### config.mk
export PLATFORM = sky130hd
export DESIGN_NAME = pipeline_tracker
export DESIGN_NICKNAME = d
export VERILOG_FILES = /design/src/rtl/pipe_pkg.sv /design/src/rtl/pipe_stage_reg.sv /design/src/rtl/pipeline_tracker.sv
export SDC_FILE = /design/constraint.sdc
export NUM_CORES = 1
export LEC_CHECK = 0
export ABC_AREA = 1
export CELL_PAD_IN_SITES_DETAIL_PLACEMENT = 1
export CELL_PAD_IN_SITES_GLOBAL_PLACEMENT = 2
export CORE_MARGIN = 2
export CORE_UTILIZATION = 21
export CTS_CLUSTER_SIZE = 8
export DETAILED_ROUTE_END_ITERATION = 12
export PLACE_DENSITY_LB_ADDON = 0.05
export SLEW_MARGIN = 20
export SYNTH_ARGS = -nofsm -noshare
export SYNTH_HDL_FRONTEND = slang
export SYNTH_SLANG_ARGS = --single-unit
export TNS_END_PERCENT = 30
### constraint.sdc
create_clock -name clk -period 4.3 [get_ports clk]
set_input_delay 0.43 -clock clk [delete_from_list [all_inputs] [get_ports clk]]
set_output_delay 0.43 -clock clk [all_outputs]
set_load 0.005 [all_outputs]
### src/rtl/pipe_pkg.sv
// Shared constants and stage encoding for the pipeline occupancy tracker.
package pipe_pkg;

  localparam int STAGE_W   = 3;
  localparam int MAX_DEPTH = 7;

  typedef enum logic [STAGE_W-1:0] {
    IF  = 3'd0,
    ID  = 3'd1,
    EX  = 3'd2,
    MEM = 3'd3,
    WB  = 3'd4,
    NOP = 3'b111
  } stage_code_e;

endpackage

### src/rtl/pipe_stage_reg.sv
// One pipeline stage: valid bit plus instruction tag, with load/hold/kill.
module pipe_stage_reg #(
  parameter int TAG_W = 8
) (
  input  logic             clk,
  input  logic             rst,
  input  logic             load,
  input  logic             kill,
  input  logic             next_valid,
  input  logic [TAG_W-1:0] next_tag,
  output logic             valid,
  output logic [TAG_W-1:0] tag
);

  // Kill clears only the valid bit so a bubble keeps its stale tag.
  always_ff @(posedge clk) begin
    if (!rst) begin
      valid <= 1'b0;
      tag   <= '0;
    end else if (kill) begin
      valid <= 1'b0;
    end else if (load) begin
      valid <= next_valid;
      tag   <= next_tag;
    end
  end

endmodule

### src/rtl/pipeline_tracker.sv
// In-order N-stage pipeline occupancy/state tracker with issue, stall and flush.
// Optional perf counters are built when PIPE_PERF_CNT_EN is defined.
module pipeline_tracker
  import pipe_pkg::*;
#(
  parameter int DEPTH        = 5,
  parameter int TAG_W        = 8,
  parameter int HOLD_STAGE   = 1,
  parameter int FLUSH_STAGES = 2
) (
  input  logic                          clk,
  input  logic                          rst,
  input  logic                          en,
  input  logic                          stall,
  input  logic                          flush,
  input  logic                          issue_valid,
  output logic                          issue_ready,
  output logic [DEPTH-1:0]              stage_valid,
  output logic [DEPTH*TAG_W-1:0]        tag_flat,
  output logic [STAGE_W*DEPTH-1:0]      state_flat,
  output logic                          retire_valid,
  output logic [TAG_W-1:0]              retire_tag,
  output logic [$clog2(DEPTH+1)-1:0]    occupancy,
  output logic [31:0]                   perf_retired,
  output logic [31:0]                   perf_bubbles,
  output logic [31:0]                   perf_flushed
);

  localparam int OCC_W = $clog2(DEPTH+1);

  logic [TAG_W-1:0] tag_cnt;
  logic [TAG_W-1:0] stage_tag [DEPTH];
  logic [DEPTH-1:0] load;
  logic [DEPTH-1:0] kill;
  logic             issue_accept;

  assign issue_ready  = en & ~stall & ~flush;
  assign issue_accept = issue_valid & issue_ready;
  assign retire_valid = en & stage_valid[DEPTH-1];
  assign retire_tag   = stage_tag[DEPTH-1];

  // Per-stage control; flush outranks stall, and en=0 leaves every stage holding.
  always_comb begin
    load = '0;
    kill = '0;
    for (int i = 0; i < DEPTH; i++) begin
      if (en) begin
        if (flush) begin
          if (i < FLUSH_STAGES) kill[i] = 1'b1;
          else                  load[i] = 1'b1;
        end else if (stall) begin
          if (i == HOLD_STAGE + 1)    kill[i] = 1'b1;
          else if (i > HOLD_STAGE + 1) load[i] = 1'b1;
        end else begin
          load[i] = 1'b1;
        end
      end
    end
  end

  for (genvar g = 0; g < DEPTH; g++) begin : g_stage
    logic             nv;
    logic [TAG_W-1:0] nt;
    if (g == 0) begin : g_head
      assign nv = issue_valid;
      assign nt = tag_cnt;
    end else begin : g_body
      assign nv = stage_valid[g-1];
      assign nt = stage_tag[g-1];
    end

    pipe_stage_reg #(.TAG_W(TAG_W)) u_reg (
      .clk        (clk),
      .rst        (rst),
      .load       (load[g]),
      .kill       (kill[g]),
      .next_valid (nv),
      .next_tag   (nt),
      .valid      (stage_valid[g]),
      .tag        (stage_tag[g])
    );

    assign tag_flat[g*TAG_W +: TAG_W]       = stage_tag[g];
    assign state_flat[g*STAGE_W +: STAGE_W] = stage_valid[g] ? STAGE_W'(g) : NOP;
  end

  always_ff @(posedge clk) begin
    if (!rst)              tag_cnt <= '0;
    else if (issue_accept) tag_cnt <= tag_cnt + TAG_W'(1);
  end

  always_comb begin
    occupancy = '0;
    for (int i = 0; i < DEPTH; i++) occupancy = occupancy + OCC_W'(stage_valid[i]);
  end

`ifdef PIPE_PERF_CNT_EN
  logic [31:0] killed_cnt;

  always_comb begin
    killed_cnt = '0;
    for (int i = 0; i < FLUSH_STAGES; i++) killed_cnt = killed_cnt + 32'(stage_valid[i]);
  end

  // Counters only move on enabled cycles; a bubble counts only if stage HOLD_STAGE held real work.
  always_ff @(posedge clk) begin
    if (!rst) begin
      perf_retired <= '0;
      perf_bubbles <= '0;
      perf_flushed <= '0;
    end else if (en) begin
      if (stage_valid[DEPTH-1])                    perf_retired <= perf_retired + 32'd1;
      if (stall && !flush && stage_valid[HOLD_STAGE]) perf_bubbles <= perf_bubbles + 32'd1;
      if (flush)                                   perf_flushed <= perf_flushed + killed_cnt;
    end
  end
`else
  assign perf_retired = '0;
  assign perf_bubbles = '0;
  assign perf_flushed = '0;
`endif

endmodule

==> impl_metrics.env, run 1 <==
export IMPL_worstPathRequired_ns=3.87
export IMPL_core_um2=13720
export IMPL_die_area_um2=14870
export IMPL_drc=0
export IMPL_wl_um=6745
export IMPL_p_seq_frac=0.455
export IMPL_setup_tns_ns=0
export IMPL_drtIter0Drc=69
export IMPL_setup_viol=0
export IMPL_grt_use_total=0.08766
export IMPL_clockPowerShare=0.408
export IMPL_critical_path_class="reg2out"
export IMPL_gp_congestion=0.6714
export IMPL_grt_max_degree=34
export IMPL_r2r_cells=6
export IMPL_clk_pin_slew_ns=0.07
export IMPL_final_layout_size_suffix_gt1_frac=0.04306
export IMPL_cp_end_kind="primary output"
export IMPL_vdd_drop_max_mv=0.1690
export IMPL_finalPower_mw=1.175
export IMPL_num_io_pins=175
export IMPL_grt_first_pass_wirelength_um=10170
export IMPL_power_density_nw_per_um2=339.0
export IMPL_min_from="g_stage[2].u_reg.tag[6]$_SDFFE_PN0P_"
export IMPL_hold_viol=0
export IMPL_maxCapViolations=0
export IMPL_vias=2105
export IMPL_clkLatencyLatePin_ns=0.29
export IMPL_skew_ns=0.003146
export IMPL_cts_tree="yes"
export IMPL_crit_chain="fa_1 -> fa_1 -> ha_1 -> clkdlybuf4s50_1"
export IMPL_fin_nets=427
export IMPL_die_width_um=121.9
export IMPL_wire_per_inst_um=11.28
export IMPL_post_dp_cell_area_um2=3291
export IMPL_yosys_warnings=0
export IMPL_viasPerCell=3.520
export IMPL_num_rows=43
export IMPL_cts_root_buf="clkbuf_16"
export IMPL_worstReg2RegEnd="g_stage[0].nt[6]$_SDFFE_PN0P_"
export IMPL_fin_crit_sh=0.6536
export IMPL_worstPathArrival_ns=2.38
export IMPL_cp_max_fo=5
export IMPL_ys_types=24
export IMPL_fmax_mhz=355.8
export IMPL_worst_pin_slew_ns=0.6568
export IMPL_grt_pass1_vias=1919
export IMPL_cts_buffers=5
export IMPL_initial_core_util=0.2129
export IMPL_min_period_ns=2.811
export IMPL_r2r_setup_slack_ns=3.15
export IMPL_die_h_um=121.9
export IMPL_portBuffers=73
export IMPL_cp_common_cell="fa_1"
export IMPL_switching_share=0.2475
export IMPL_syn_to_final_growth_pct=18.72
export IMPL_final_area_um2=3467
export IMPL_status="completed"
export IMPL_seq_area_frac_synth=0.3633
export IMPL_whs_path_depth=2
export IMPL_postCtsHoldBufs=0
export IMPL_post_dp_hpwl_um=5141
export IMPL_postSynthCellCount=368
export IMPL_firstDrtPassIters=4
export IMPL_ys_ff_latch=53
export IMPL_p_leak_nw=1.452
export IMPL_ctsResizeCount=0
export IMPL_critPathLaunchType="flop"
export IMPL_syn_avg_cell_area_um2=7.936
export IMPL_slowest_delay_ns=0.53
export IMPL_report_final_slew_viol_count=0
export IMPL_cts_setup_buffers=0
export IMPL_slew_headroom=0.5608
export IMPL_antenna_left=0
export IMPL_worst_hold_path_type="reg2reg"
export IMPL_clk_path_buf_depth=2
export IMPL_comb_power_share=0.137
export IMPL_synth_cell_area_um2=2920
export IMPL_crit_path_top_delay_cell="fa_1"
export IMPL_n_antenna_cell=0
export IMPL_p_int_uw=884.4
export IMPL_overflow=0
export IMPL_htreeDepth=2
export IMPL_hold_ws_ns=0.4854
export IMPL_rsz0062_at_grt="false"
export IMPL_timing_rr_start="g_stage[0].nt[0]$_SDFFE_PN0P_"
export IMPL_numClockSinks=53
export IMPL_power_switching_uw=290.9
export IMPL_worstHoldEndpoint="g_stage[3].u_reg.tag[6]$_SDFFE_PN0P_"
export IMPL_antenna_found_initial=0
-- kinds of logic (layout without fill, tap and decap cells) --
group           Yosys count  after routing  synth area share
simple gates             73             73            0.1088
flops                    53             53            0.3633
compound gates           78             78            0.1367
fa+ha+maj                 4              4           0.02228
other cells               2            101          0.002572
buf+inv                 158            109            0.3663
-- power groups by stage --
stage | logic [mW] | registers, mW | clock network, mW
after floorplan | 0.152 | 0.543 | 0
after global placement | 0.161 | 0.547 | 0
after detailed placement | 0.162 | 0.548 | 0
after CTS | 0.163 | 0.536 | 0.500
after global routing | 0.184 | 0.540 | 0.524
final | 0.161 | 0.535 | 0.480
-- per-layer routing --
| metal | vias to the layer above | part of all wire | track usage |
|---|---|---|---|
| met1 | 981 | 0.42 | 0.1061 |
| li1 | 1039 | - | - |
| met4 | 0 | 0.0046 | 0.02371 |
| met2 | 83 | 0.50 | 0.1529 |
| met5 | - | 0 | 0 |
| met3 | 2 | 0.077 | 0.02341 |
-- how the worst max path moves through the flow --
| stage | startpoint | end | slack [ns] | cells after the start |
|---|---|---|---|---|
| after floorplan | g_stage[0].u_reg.valid$_SDFFE_PP0P_ | occupancy[1] | 2.33 | 3 |
| after global placement | en | issue_ready | 1.50 | 5 |
| after detailed placement | en | issue_ready | 1.47 | 5 |
| after CTS | g_stage[0].u_reg.valid$_SDFFE_PP0P_ | occupancy[1] | 1.46 | 4 |
| after global routing | en | issue_ready | 1.35 | 5 |
| final | g_stage[0].u_reg.valid$_SDFFE_PP0P_ | occupancy[1] | 1.49 | 4 |
-- flip-flops by register name, summed over array words and instances (netlist names) --
register             flops
g_stage.u_reg.valid      5
g_stage.u_reg.tag       40
g_stage.nt               8
-- cells in the final DEF (no fill, tap or decap), types with 2 or more instances in the layout --
cell type | Yosys | layout
ha_1 | 2 | 2
o21ai_0 | 44 | 44
clkdlybuf4s50_1 | 0 | 73
dfxtp_1 | 53 | 53
nor3_1 | 3 | 3
a21oi_1 | 28 | 28
o21ai_1 | 3 | 3
conb_1 | 2 | 101
buf_4 | 120 | 2
nand3_1 | 5 | 5
nor2_1 | 48 | 48
nand2_1 | 12 | 12
inv_1 | 24 | 24
fa_1 | 2 | 2
nor2_4 | 2 | 2
clkbuf_16 | 0 | 5
inv_2 | 2 | 2
-- cell usage after synthesis --
cell / number / area share
a211oi_1: 1 / 0.0026
a21boi_0: 1 / 0.0026
a21oi_1: 28 / 0.048
a21oi_2: 1 / 0.0030
buf_2: 3 / 0.0051
buf_4: 120 / 0.31
buf_6: 3 / 0.012
clkbuf_1: 6 / 0.0077
conb_1: 2 / 0.0026
dfxtp_1: 53 / 0.36
fa_1: 2 / 0.014
ha_1: 2 / 0.0086
inv_1: 24 / 0.031
inv_2: 2 / 0.0026
nand2_1: 12 / 0.015
nand2_2: 1 / 0.0021
nand3_1: 5 / 0.0086
nand3_4: 1 / 0.0060
nor2_1: 48 / 0.062
nor2_2: 1 / 0.0021
nor2_4: 2 / 0.0077
nor3_1: 3 / 0.0051
o21ai_0: 44 / 0.075
o21ai_1: 3 / 0.0051
-- final cells by class --
class / count / area, um^2
Sequential cell: 53 / 1061
Clock inverter: 2 / 37.54
Timing Repair Buffer: 75 / 745.7
Inverter: 26 / 97.59
Multi-Input combinational cell: 256 / 1161
Tap cell: 180 / 225.2
Clock buffer: 6 / 138.9
Fill cell: 1660 / 10250
-- critical path, delay by kind of cell, from the launching register on --
family     cells  cell delay, ns
buf+inv        1            0.49
flops          1            0.36
fa+ha+maj      3            1.24
-- per-stage QoR --
| stage | util | instances | worst slack, ns |
|---|---|---|---|
| global placement | 0.2399 | 590 | 1.497 |
| detailed placement | 0.2399 | 590 | 1.466 |
| CTS | 0.2527 | 598 | 1.457 |
| global route | 0.2527 | 598 | 1.354 |
| floorplan | - | 467 | 2.326 |
| finish | 0.2527 | 598 | 1.489 |
No activity file was read; power rests on OpenSTA's default activity.
==> inputs of run 2 (changes only) <==
--- a/config.mk
+++ b/config.mk
@@ -9,7 +9,7 @@
 export CELL_PAD_IN_SITES_DETAIL_PLACEMENT = 1
 export CELL_PAD_IN_SITES_GLOBAL_PLACEMENT = 2
 export CORE_MARGIN = 2
-export CORE_UTILIZATION = 21
+export CORE_UTILIZATION = 19
 export CTS_CLUSTER_SIZE = 8
 export DETAILED_ROUTE_END_ITERATION = 12
 export PLACE_DENSITY_LB_ADDON = 0.05
==> constraint.sdc (replaced) <==
create_clock -name clk -period 2.9 [get_ports clk]
set_input_delay 0.29 -clock clk [delete_from_list [all_inputs] [get_ports clk]]
set_output_delay 0.29 -clock clk [all_outputs]
set_load 0.005 [all_outputs]
==> run 2 against run 1 <==
  * Cell count up 1.5%
  * Setup slack worse by 1.2 ns
  * Largest power group unchanged
  * Critical path depth unchanged
==> impl_metrics.env, run 2 (synthesis gave the netlist of run 1 again) <==
export IMPL_status="completed"
export IMPL_worst_hold_path_type="reg2reg"
export IMPL_critical_path_class="reg2out"
export IMPL_switching_share=0.2504
export IMPL_wl_um=6701
export IMPL_die_width_um=128.0
export IMPL_wire_per_inst_um=11.04
export IMPL_num_rows=45
export IMPL_post_place_ws_ns=0.5312
export IMPL_min_period_ns=2.656
export IMPL_grt_first_pass_wirelength_um=10080
export IMPL_vdd_drop_max_mv=0.2148
export IMPL_critPathLaunchType="flop"
export IMPL_maxCapViolations=0
export IMPL_setup_tns_ns=0
export IMPL_worst_slack_ns=0.2441
export IMPL_cts_tree="yes"
export IMPL_p_leak_nw=1.454
export IMPL_htreeDepth=2
export IMPL_portBuffers=73
export IMPL_worst_pin_slew_ns=0.5184
export IMPL_cp_end_kind="primary output"
export IMPL_fin_crit_sh=0.9158
export IMPL_antenna_found_initial=0
export IMPL_grt_pass1_vias=1855
export IMPL_regMostFlops="g_stage.u_reg.tag"
export IMPL_cts_setup_buffers=0
export IMPL_p_int_mw=1.247
export IMPL_clockPowerShare=0.379
export IMPL_syn_to_final_growth_pct=18.68
export IMPL_die_area_um2=16380
export IMPL_clkLatencyLatePin_ns=0.28
export IMPL_antenna_left=0
export IMPL_cts_buffers=5
export IMPL_p_seq_frac=0.475
export IMPL_report_final_slew_viol_count=0
export IMPL_power_switching_uw=416.5
export IMPL_setup_viol=0
export IMPL_r2r_setup_slack_ns=1.78
export IMPL_clk_pin_slew_ns=0.07
export IMPL_post_dp_hpwl_um=5048
export IMPL_gp_congestion=0.6868
export IMPL_finalPower_mw=1.664
export IMPL_core_um2=15090
export IMPL_postCtsHoldBufs=0
export IMPL_hold_viol=0
export IMPL_fin_nets=428
export IMPL_grt_max_degree=53
export IMPL_skew_ns=0.004891
export IMPL_power_density_nw_per_um2=480.0
export IMPL_whs_path_depth=2
export IMPL_n_antenna_cell=0
export IMPL_die_h_um=128.0
export IMPL_cts_root_buf="clkbuf_16"
export IMPL_fin_util=0.2297
export IMPL_numClockSinks=53
export IMPL_rsz0062_at_grt="false"
export IMPL_slew_headroom=0.6544
export IMPL_r2r_cells=6
export IMPL_overflow=0
export IMPL_viasPerCell=3.382
export IMPL_worstPathArrival_ns=2.37
export IMPL_grt_use_total=0.07812
export IMPL_clk_path_buf_depth=2
export IMPL_cp_max_fo=5
export IMPL_worstPathRequired_ns=2.61
export IMPL_drc=0
export IMPL_ctsResizeCount=0
export IMPL_fmax_mhz=376.5
export IMPL_num_io_pins=175
export IMPL_comb_power_share=0.146
export IMPL_final_layout_size_suffix_gt1_frac=0.04535
export IMPL_fillers=1827
export IMPL_largest_register_ff_count=40
export IMPL_layout_common_cells="conb_1, clkdlybuf4s50_1, dfxtp_1, nor2_1, o21ai_0"
export IMPL_firstDrtPassIters=4
export IMPL_initial_core_util=0.1935
export IMPL_vias=2053
export IMPL_final_common_cell="conb_1"
export IMPL_drtIter0Drc=59
## run 2: final cells by class
cell class | count | area, um^2 | share of cell area
clock buffer | 7 | 152.6 | 0.04404
sequential | 53 | 1061 | 0.3061
clock inverter | 1 | 5.005 | 0.001444
inverter | 26 | 97.59 | 0.02816
multi-input combinational | 256 | 1161 | 0.3350
timing repair buffer | 76 | 753.2 | 0.2173
tap | 188 | 235.2 | 0.06787
## run 2: per-stage QoR
stage               cell area, um^2  hold slack, ns  std cells
detailed placement             3308          0.4755        599
CTS                            3466          0.4865        607
finish                         3466          0.4832        607
floorplan                      3292          0.4438        467
global placement               3308          0.4696        599
global route                   3466          0.5075        607
## run 2: final timing paths
kind,to,start
max,occupancy[1],g_stage[0].u_reg.valid$_SDFFE_PP0P_
max reg2reg,g_stage[0].nt[6]$_SDFFE_PN0P_,g_stage[0].nt[0]$_SDFFE_PN0P_
min,g_stage[2].u_reg.tag[2]$_SDFFE_PN0P_,g_stage[2].u_reg.tag[2]$_SDFFE_PN0P_
min reg2reg,g_stage[2].u_reg.tag[2]$_SDFFE_PN0P_,g_stage[2].u_reg.tag[2]$_SDFFE_PN0P_
## run 2: critical path: stages (launching register included)
cell and delay, ns:
dfxtp_1 0.37, fa_1 0.52, fa_1 0.43, ha_1 0.28
clkdlybuf4s50_1 0.49
## run 2: metal layers
metal / wire length, um / global-route usage / share of wire
met5: 0 / 0 / 0
met4: 40 / 0.01939 / 0.0060
met3: 367 / 0.01878 / 0.055
met2: 3330 / 0.1337 / 0.50
met1: 2963 / 0.09893 / 0.44
## run 2: power by group through the flow
stage               logic (mW)  registers (mW)  clock network [mW]
global route             0.274           0.798               0.693
detailed placement       0.244           0.809                   0
CTS                      0.245           0.792               0.664
floorplan                0.226           0.806                   0
global placement         0.242           0.809                   0
finish                   0.243           0.791               0.630
